**src/rtl/spu_pkg.sv**
```systemverilog
// Shared types and defaults for the SPU map-algebra lane.
package spu_pkg;

    localparam int OP_W          = 3;
    localparam int DATA_W_DEFAULT = 8;
    localparam int ACC_W_DEFAULT  = 16;

    typedef enum logic [OP_W-1:0] {
        OP_PASS   = 3'd0,
        OP_ADD    = 3'd1,
        OP_SUB    = 3'd2,
        OP_MIN    = 3'd3,
        OP_MAX    = 3'd4,
        OP_AVG    = 3'd5,
        OP_THRESH = 3'd6,
        OP_ZSUM   = 3'd7
    } op_e;

endpackage

```
**src/rtl/spu_result_fifo.sv**
```systemverilog
// Result FIFO holding {last,data}; head is presented combinationally from storage.
module spu_result_fifo #(
    parameter int WIDTH = 9,
    parameter int DEPTH = 4
) (
    input  logic             clk,
    input  logic             rst_n,
    input  logic             push,
    input  logic [WIDTH-1:0] push_data,
    input  logic             pop,
    output logic             valid,
    output logic             ready,
    output logic [WIDTH-1:0] rd_data
);
    localparam int PTR_W = $clog2(DEPTH);

    logic [WIDTH-1:0] mem_r [DEPTH];
    logic [PTR_W-1:0] wr_ptr_r;
    logic [PTR_W-1:0] rd_ptr_r;
    logic [PTR_W:0]   count_r;
    logic             push_ok_s;
    logic             pop_ok_s;

    assign valid     = (count_r != {(PTR_W+1){1'b0}});
    assign ready     = (count_r < (PTR_W+1)'(DEPTH));
    assign push_ok_s = push & ready;
    assign pop_ok_s  = pop & valid;
    assign rd_data   = valid ? mem_r[rd_ptr_r] : {WIDTH{1'b0}};

    // Storage write; contents are don't-care until counted valid.
    always_ff @(posedge clk) begin
        if (push_ok_s) begin
            mem_r[wr_ptr_r] <= push_data;
        end
    end

    // Pointer and occupancy tracking.
    always_ff @(posedge clk) begin
        if (!rst_n) begin
            wr_ptr_r <= {PTR_W{1'b0}};
            rd_ptr_r <= {PTR_W{1'b0}};
            count_r  <= {(PTR_W+1){1'b0}};
        end else begin
            if (push_ok_s) begin
                wr_ptr_r <= wr_ptr_r + PTR_W'(1);
            end
            if (pop_ok_s) begin
                rd_ptr_r <= rd_ptr_r + PTR_W'(1);
            end
            case ({push_ok_s, pop_ok_s})
                2'b10:   count_r <= count_r + (PTR_W+1)'(1);
                2'b01:   count_r <= count_r - (PTR_W+1)'(1);
                default: count_r <= count_r;
            endcase
        end
    end

endmodule

```
**src/rtl/spu_map_algebra_lane.sv**
```systemverilog
// Streaming map-algebra lane: config registers, NODATA-aware ALU, zonal accumulator
// and a result FIFO toward the pin mux.
module spu_map_algebra_lane
    import spu_pkg::*;
#(
    parameter int DATA_W     = DATA_W_DEFAULT,
    parameter int ACC_W      = ACC_W_DEFAULT,
    parameter int FIFO_DEPTH = 4
) (
    input  logic              clk,
    input  logic              rst_n,
    input  logic              cfg_we,
    input  logic [OP_W-1:0]   cfg_op,
    input  logic              cfg_nd_en,
    input  logic [DATA_W-1:0] cfg_nd,
    output logic              cfg_err,
    input  logic              in_valid,
    output logic              in_ready,
    input  logic [DATA_W-1:0] in_a,
    input  logic [DATA_W-1:0] in_b,
    input  logic              in_last,
    output logic              out_valid,
    input  logic              out_ready,
    output logic [DATA_W-1:0] out_data,
    output logic              out_last,
    output logic              busy
);
    localparam logic [ACC_W-1:0] DATA_MAX = {{(ACC_W-DATA_W){1'b0}}, {DATA_W{1'b1}}};

    op_e               op_r;
    logic              nd_en_r;
    logic [DATA_W-1:0] nd_r;
    logic [ACC_W-1:0]  acc_r;
    logic              zone_any_r;
    logic              zone_open_r;
    logic              cfg_err_r;

    logic              accept_s;
    logic              cfg_ok_s;
    logic              a_nd_s;
    logic              b_nd_s;
    logic [DATA_W:0]   sum_s;
    logic [ACC_W:0]    acc_sum_s;
    logic [ACC_W-1:0]  acc_next_s;
    logic              zone_any_next_s;
    logic [DATA_W-1:0] result_s;
    logic              push_s;
    logic              fifo_valid_s;
    logic [DATA_W:0]   fifo_head_s;

    assign accept_s = in_valid & in_ready;
    assign busy     = fifo_valid_s | zone_open_r;
    // A beat accepted alongside a config write keeps the old config, so the write must lose.
    assign cfg_ok_s = cfg_we & ~busy & ~accept_s;
    assign a_nd_s   = nd_en_r & (in_a == nd_r);
    assign b_nd_s   = nd_en_r & (in_b == nd_r);
    assign sum_s    = {1'b0, in_a} + {1'b0, in_b};
    assign acc_sum_s = {1'b0, acc_r} +
                       (a_nd_s ? {(ACC_W+1){1'b0}} : {{(ACC_W+1-DATA_W){1'b0}}, in_a});
    assign acc_next_s      = acc_sum_s[ACC_W] ? {ACC_W{1'b1}} : acc_sum_s[ACC_W-1:0];
    assign zone_any_next_s = zone_any_r | ~a_nd_s;
    assign push_s   = accept_s & ((op_r != OP_ZSUM) | in_last);

    // Result selection with NODATA override.
    always_comb begin
        result_s = in_a;
        case (op_r)
            OP_PASS:   result_s = in_a;
            OP_ADD:    result_s = sum_s[DATA_W] ? {DATA_W{1'b1}} : sum_s[DATA_W-1:0];
            OP_SUB:    result_s = (in_a >= in_b) ? (in_a - in_b) : {DATA_W{1'b0}};
            OP_MIN:    result_s = (in_a < in_b) ? in_a : in_b;
            OP_MAX:    result_s = (in_a > in_b) ? in_a : in_b;
            OP_AVG:    result_s = sum_s[DATA_W:1];
            OP_THRESH: result_s = {{(DATA_W-1){1'b0}}, (in_a >= in_b)};
            OP_ZSUM:   result_s = (acc_next_s > DATA_MAX) ? {DATA_W{1'b1}}
                                                          : acc_next_s[DATA_W-1:0];
            default:   result_s = in_a;
        endcase
        if (op_r == OP_ZSUM) begin
            if (!zone_any_next_s) begin
                result_s = nd_r;
            end else begin
                result_s = result_s;
            end
        end else if (a_nd_s || (b_nd_s && (op_r != OP_PASS))) begin
            result_s = nd_r;
        end else begin
            result_s = result_s;
        end
    end

    // Config registers, reject pulse and zonal accumulator state.
    always_ff @(posedge clk) begin
        if (!rst_n) begin
            op_r        <= OP_PASS;
            nd_en_r     <= 1'b0;
            nd_r        <= {DATA_W{1'b0}};
            acc_r       <= {ACC_W{1'b0}};
            zone_any_r  <= 1'b0;
            zone_open_r <= 1'b0;
            cfg_err_r   <= 1'b0;
        end else begin
            cfg_err_r <= cfg_we & ~cfg_ok_s;
            if (cfg_ok_s) begin
                op_r    <= op_e'(cfg_op);
                nd_en_r <= cfg_nd_en;
                nd_r    <= cfg_nd;
            end
            if (accept_s && (op_r == OP_ZSUM)) begin
                if (in_last) begin
                    acc_r       <= {ACC_W{1'b0}};
                    zone_any_r  <= 1'b0;
                    zone_open_r <= 1'b0;
                end else begin
                    acc_r       <= acc_next_s;
                    zone_any_r  <= zone_any_next_s;
                    zone_open_r <= 1'b1;
                end
            end
        end
    end

    assign cfg_err   = cfg_err_r;
    assign out_valid = fifo_valid_s;
    assign out_last  = fifo_head_s[DATA_W];
    assign out_data  = fifo_head_s[DATA_W-1:0];

    spu_result_fifo #(
        .WIDTH (DATA_W + 1),
        .DEPTH (FIFO_DEPTH)
    ) u_fifo (
        .clk       (clk),
        .rst_n     (rst_n),
        .push      (push_s),
        .push_data ({in_last, result_s}),
        .pop       (out_ready),
        .valid     (fifo_valid_s),
        .ready     (in_ready),
        .rd_data   (fifo_head_s)
    );

endmodule

```
**config.mk**
```make
export PLATFORM = sky130hd
export DESIGN_NAME = spu_map_algebra_lane
export DESIGN_NICKNAME = d
export VERILOG_FILES = /design/src/rtl/spu_pkg.sv /design/src/rtl/spu_result_fifo.sv /design/src/rtl/spu_map_algebra_lane.sv
export SDC_FILE = /design/constraint.sdc
export NUM_CORES = 1
export LEC_CHECK = 0
export CAP_MARGIN = 0
export CORE_MARGIN = 4
export CORE_UTILIZATION = 30
export CTS_BUF_LIST = sky130_fd_sc_hd__clkbuf_16
export DETAILED_ROUTE_END_ITERATION = 12
export DONT_BUFFER_PORTS = 1
export HOLD_SLACK_MARGIN = 0.06
export SETUP_SLACK_MARGIN = 0.4
export SYNTH_ARGS = -nofsm -noshare
export SYNTH_HDL_FRONTEND = slang
export SYNTH_SLANG_ARGS = --single-unit
```
**constraint.sdc**
```tcl
create_clock -name clk -period 5.3 [get_ports clk]
set_clock_uncertainty 0.15 [all_clocks]
set_input_delay 1.06 -clock clk [delete_from_list [all_inputs] [get_ports clk]]
set_output_delay 1.06 -clock clk [all_outputs]
set_load 0.01 [all_outputs]
```
== Word level (Yosys, flattened, before mapping) ==
Memory sizes are Yosys's and may differ from the RTL's. A register that Yosys moved wholly into a read port is not among the register bits.
Index checks and enable logic that the tools add are counted.
Word-level totals
  logic and storage cells: 78
  register bits: 38
  input port bits: 34
  RAM bits: 36
  memories kept: 1
  output and inout port bits: 13
Cells by class
  bitwise gates (word level): 16
  add/subtract/negate cells: 7
  order comparisons: 5
  mux-type cells: 20
  equal/unequal tests: 12
  reduce and logical (&&, ||, !) cells: 7
Memory list
  u_fifo.mem_r: depth 4, bits a word 9, read ports 1, clocked after Yosys merged registers in 1, write ports 1, RTL line spu_result_fifo.sv:17  | logic [WIDTH-1:0] mem_r [DEPTH];
Operators by type and width (number)
  two-way mux 8 bit: 9
  one-hot mux 8 bit (8 select lines): 1
  two-way mux 16 bit: 2
  adder 16 x 8 -> 17 bit: 1
  == test 8 bit: 2
  > comparator 16 x 8 -> 1 bit (second input constant): 1
  == test 3 bit (second input constant): 4
  adder 8 x 8 -> 9 bit: 1
  bitwise AND 1 bit: 9
  two-way mux 9 bit: 1
  greater-or-equal comparator 8 bit: 1
  > comparator 8 bit: 1
  less-than comparator 8 bit: 1
  subtractor 8 bit: 1
  == test 3 x 2 -> 1 bit (second input constant): 2
  one-hot mux 3 bit (2 select lines): 1
  nonzero test 3 bit: 2
  adder 2 x 1 -> 2 bit (second input constant): 2
  two-way mux 1 bit: 4
  two-way mux 2 bit: 2
  inverter 1 bit: 4
  adder 3 x 1 -> 3 bit (second input constant): 1
  == test 3 x 1 -> 1 bit (second input constant): 1
  zero test 3 bit: 1
  other kinds (9): 12

== Logic depth before layout (Yosys ltp) ==
  word-level depth: 10
  mapped depth: 15
  gate-level depth less buffers: 13

== Hierarchy ==
A second synthesis with hierarchy kept.
Unflattened totals
  cell total of the unflattened synthesis: 583
  area total of the unflattened synthesis: 5441.5 um2
Modules (own cells, without submodules)
  spu_map_algebra_lane: instances 1, cells each 474, area each 3590.9 um2, sequential area each 620.6 um2
  spu_result_fifo: instances 1, cells each 109, area each 1850.5 um2, sequential area each 1261.2 um2

== Worst setup path after synthesis ==
No wires, ideal clock.
  path type: input port to flip-flop
  start point: in in_a[5]
  end point: mem u_fifo.mem_r[0][3] (data pin)
  arrival time: 4027 ps
  stages: 14
  setup slack: 841 ps
  buffers on the path: 1
  cells stage by stage: xnor2_1 > nand3_1 > nor3_1 > clkbuf_1 > nor2_1 > ha_1 > fa_1 > a211oi_2 > or3_4 > a21oi_1 > a21oi_1 > o221ai_4 > nor4b_1 > o21ai_1
Between the ends
  longest elaborated chain between the ends: 10
Ends and longest elaborated chain
  start: declaration: RTL line spu_map_algebra_lane.sv:19  | input logic [DATA_W-1:0] in_a,
  == test 8 bit: RTL line spu_map_algebra_lane.sv:55  | assign a_nd_s = nd_en_r & (in_a == nd_r);
  bitwise AND 1 bit: RTL line spu_map_algebra_lane.sv:55
  two-way mux 8 bit: RTL line spu_map_algebra_lane.sv:59  | (a_nd_s ? {(ACC_W+1){1'b0}} : {{(ACC_W+1-DATA_W){1'b0}}, in_a});
  adder 16 x 8 -> 17 bit: RTL line spu_map_algebra_lane.sv:58  | assign acc_sum_s = {1'b0, acc_r} +
  two-way mux 16 bit: RTL line spu_map_algebra_lane.sv:60  | assign acc_next_s = acc_sum_s[ACC_W] ? {ACC_W{1'b1}} : acc_sum_s[ACC_W-1:0];
  > comparator 16 x 8 -> 1 bit: RTL line spu_map_algebra_lane.sv:75  | OP_ZSUM: result_s = (acc_next_s > DATA_MAX) ? {DATA_W{1'b1}}
  two-way mux 8 bit: RTL line spu_map_algebra_lane.sv:75
  one-hot mux 8 bit (8 select lines): RTL line spu_map_algebra_lane.sv:67  | case (op_r)
  two-way mux 8 bit, on equally long branches: RTL line spu_map_algebra_lane.sv:85, spu_map_algebra_lane.sv:80
  two-way mux 8 bit (*): RTL line spu_map_algebra_lane.sv:79  | if (op_r == OP_ZSUM) begin
  net result_s[3]: RTL line spu_map_algebra_lane.sv:46  | logic [DATA_W-1:0] result_s;
  end: declaration: RTL line spu_result_fifo.sv:17
Mark *: on every way through the listed nets, which the timed path passes. The rest lies on a longest branch.

== Final worst setup path ==
  start point: in in_a[2]
  end point: mem u_fifo.mem_r[0][2] (data pin)
Same word-level chain as after synthesis.

==> impl_metrics.ini <==
[placement]
place_congestion = 0.907
placedCellCount = 786
port-buffer-count = 0
placement.cell_area_um2 = 5620
pre_cts_ws_ps = 671
dp.final_hpwl_um = 11200

[sta]
layout_worst_path_cycle_share = 0.831
final-setup-viol-count = 0
grt_setup_unrepaired = false
tightestPinTransition_ps = 984
timing.final.crit_period_ps = 4410
timing.slew.headroom = 0.342
report.final.hold_viol_count = 0
final_report_max_slew_violation_count = 0
layout_setup_ws_ps = 893
post_route_setup_tns_ps = 0
fmaxAchievable_mhz = 227
fin_worst_hold_slack_ps = 318

[drt]
remaining_drc_errors = 0
via_per_inst = 5.36
drt_first_iter_violations = 348
wire_per_inst_um = 17.9
routed_wirelength_um = 14400
first_pass_iters = 5
route.antenna.remaining_nets = 0
via_count = 4299

[synth]
async_reset_ff_frac = 0
yosys_warnings = 0
yosysSeqAreaShare = 0.345
synth_cells = 580
synth_ff_type = sky130_fd_sc_hd__dfxtp_1
syn-num-nets = 647
post_synth_instance_area_um2 = 5460
synthDistinctLibCells = 72
synth_enable_flop_cells = 36
synth-seq-cells = 76
post_synth.cell_area_avg_um2 = 9.41

[cells_and_area]
layoutNonFillerInstCount = 802
fillerInstances = 1856
antenna_diode_count = 0
final_instance_area_um2 = 5910
utilization = 0.330
fin_nets = 635
layout-drive-gt1-share = 0.0820
flow.area_growth_from_synthesis_pct = 8.25

[clock_tree]
cts_resized = 0
clock_sink_count = 76
numCtsBuffers = 9
h_tree_depth = 3
cts_root_buf = sky130_fd_sc_hd__clkbuf_16
cts_tree = built
clk_latency_ps = 340
postCtsSetupRepairBufs = 0
cts.clk_slew.worst_paths_ps = 60
clk_path_buf_depth = 2
holdBufCountCts = 0

[floorplan]
core_area_um2 = 17900
ioPinCount = 47
fp.dieArea_um2 = 20400
placement_rows = 49
dieHeight_um = 143
floorplan.initialDensity = 0.305
dieWidth_um = 143

[grt]
total_routing_usage_reported_by_global_routing = 0.140
grt_first_pass_wirelength_um = 22600
grt_pass1_vias = 4012
antenna_found_initial = 0
maximum_number_of_pins_on_one_net_before_global_route_repair = 37
globalRouteOverflowTotal = 0

[hold_path]
min-delay-start = zone_open_r
hold_path.class = reg -> reg

[critical_path]
r2r_slack_ps = 1150
worstPathArrival_ps = 4350
regToRegEndpoint = u_fifo.mem_r[0][2]
slowest_stage = sky130_fd_sc_hd__a32oi_1
highest_cell_delay_on_the_worst_timing_path_ps = 700
cells_traversed_along_the_worst_timing_path = xnor2_1, nand4_1, nor3_1, buf_4, nor2b_1, ha_1, a2111oi_0, o21ai_0, a31o_2, a32oi_1, nor4_1, o21ai_1
end_kind = flop
worstSetupStartpoint = in_a[2]
rr_startpoint = nd_r[6]
timing.critical_path.fanout_max = 11
setup.worst_path.start_class = input port
critPathCapture = u_fifo.mem_r[0][2]
timing_worst_setup_path_type = in -> reg
timing.critical_path.required_ps = 5240
rr_worst_depth = 12

[pwr]
power_density_nw_per_um2 = 352
leakagePower_nw = 2.14
fin_total_pwr_mw = 2.08
power.ir.vdd_worst_mv = 0.184

[job]
drv.max_cap_violation_count = 0

[run_status]
status = finished clean
area by class of cell:
cell class	instances	area, um^2	share of cell area
timing repair buffer	2	15.0	0.00254
multi-input combinational	450	3330	0.563
inverter	29	109	0.0184
sequential	76	1880	0.318
clock inverter	7	65.1	0.0110
clock buffer	9	225	0.0381
tap	229	287	0.0485
state kept, by name (all words and copies together), names as in the netlist, named ones only:
signal           cells
u_fifo.mem_r        36
u_fifo.rd_ptr_r      2
zone_any_r           1
u_fifo.wr_ptr_r      2
acc_r               16
cfg_err              1
zone_open_r          1
nd_r                 8
u_fifo.count_r       3
op_r                 3
nd_en_r              1
placed cells by master (no fill, tap or decap), types with 8 or more instances in the layout:
cell type | synthesis | routed
sky130_fd_sc_hd__a21oi_1 | 21 | 21
sky130_fd_sc_hd__inv_1 | 29 | 29
sky130_fd_sc_hd__and2_1 | 14 | 14
sky130_fd_sc_hd__mux4_2 | 9 | 9
sky130_fd_sc_hd__mux2i_1 | 30 | 30
sky130_fd_sc_hd__nand2_1 | 46 | 46
sky130_fd_sc_hd__nand3_1 | 8 | 8
sky130_fd_sc_hd__nor2b_1 | 46 | 46
sky130_fd_sc_hd__clkbuf_16 | 0 | 9
sky130_fd_sc_hd__o21ai_1 | 9 | 9
sky130_fd_sc_hd__o21ai_0 | 21 | 21
sky130_fd_sc_hd__a211oi_1 | 8 | 8
sky130_fd_sc_hd__nor2_1 | 41 | 41
sky130_fd_sc_hd__dfxtp_1 | 40 | 40
sky130_fd_sc_hd__nor3_1 | 14 | 14
sky130_fd_sc_hd__xnor2_1 | 31 | 31
sky130_fd_sc_hd__ha_1 | 29 | 29
sky130_fd_sc_hd__edfxtp_1 | 36 | 36
worst max-delay path, delay by kind of cell:
kind | cells | cell delay, ps
XOR/XNOR | 1 | 160
adder cells (fa/ha/maj) | 1 | 370
buffers and inverters | 1 | 220
AO/OA/AOI/OAI | 5 | 2070
AND/OR/NAND/NOR | 4 | 460
synth_stat cells, drive strengths merged, types with 8 or more instances:
| cell type | number | share of area |
|---|---|---|
| nand3 | 8 | 0.0073 |
| nor2b | 46 | 0.053 |
| inv | 29 | 0.020 |
| xnor2 | 31 | 0.050 |
| edfxtp | 36 | 0.20 |
| mux4 | 9 | 0.037 |
| ha | 29 | 0.066 |
| buf | 10 | 0.010 |
| nand2 | 46 | 0.032 |
| nor3 | 14 | 0.013 |
| nor2 | 41 | 0.028 |
| a211oi | 11 | 0.019 |
| clkbuf | 14 | 0.0096 |
| o21ai | 30 | 0.027 |
| dfxtp | 40 | 0.15 |
| a21oi | 22 | 0.022 |
| mux2i | 30 | 0.055 |
| and2 | 14 | 0.016 |
cells by family (layout without fill, tap and decap cells):
family	Yosys count	count (layout)	synth area share
multiplexers	40	40	0.0942
AO/OA/AOI/OAI	126	126	0.166
buffers and inverters	54	47	0.0458
flip-flops	76	76	0.345
XOR/XNOR	38	38	0.0610
adder cells (fa/ha/maj)	33	33	0.0811
AND/OR/NAND/NOR	213	213	0.208
how the worst min path moves through the flow:
stage | slack, ps | cells past startpoint | end
floorplan | 290 | 2 | zone_any_r
global placement | 300 | 2 | zone_open_r
detailed placement | 310 | 2 | zone_open_r
CTS | 320 | 2 | zone_open_r
global route | 380 | 2 | zone_any_r
finish | 320 | 2 | zone_open_r
per-layer routing:
layer  GRT usage  share of wire
met3      0.0399          0.079
met5           0              0
met1       0.207           0.49
met4      0.0300          0.012
met2       0.205           0.42
report_power, final:
part,leakage [nW],internal [mW],total (mW),switching [mW]
clock network,0.140,0.328,0.590,0.261
logic,1.34,0.285,0.677,0.391
registers,0.655,0.732,0.816,0.0838
(Power assumes the default switching activity.)
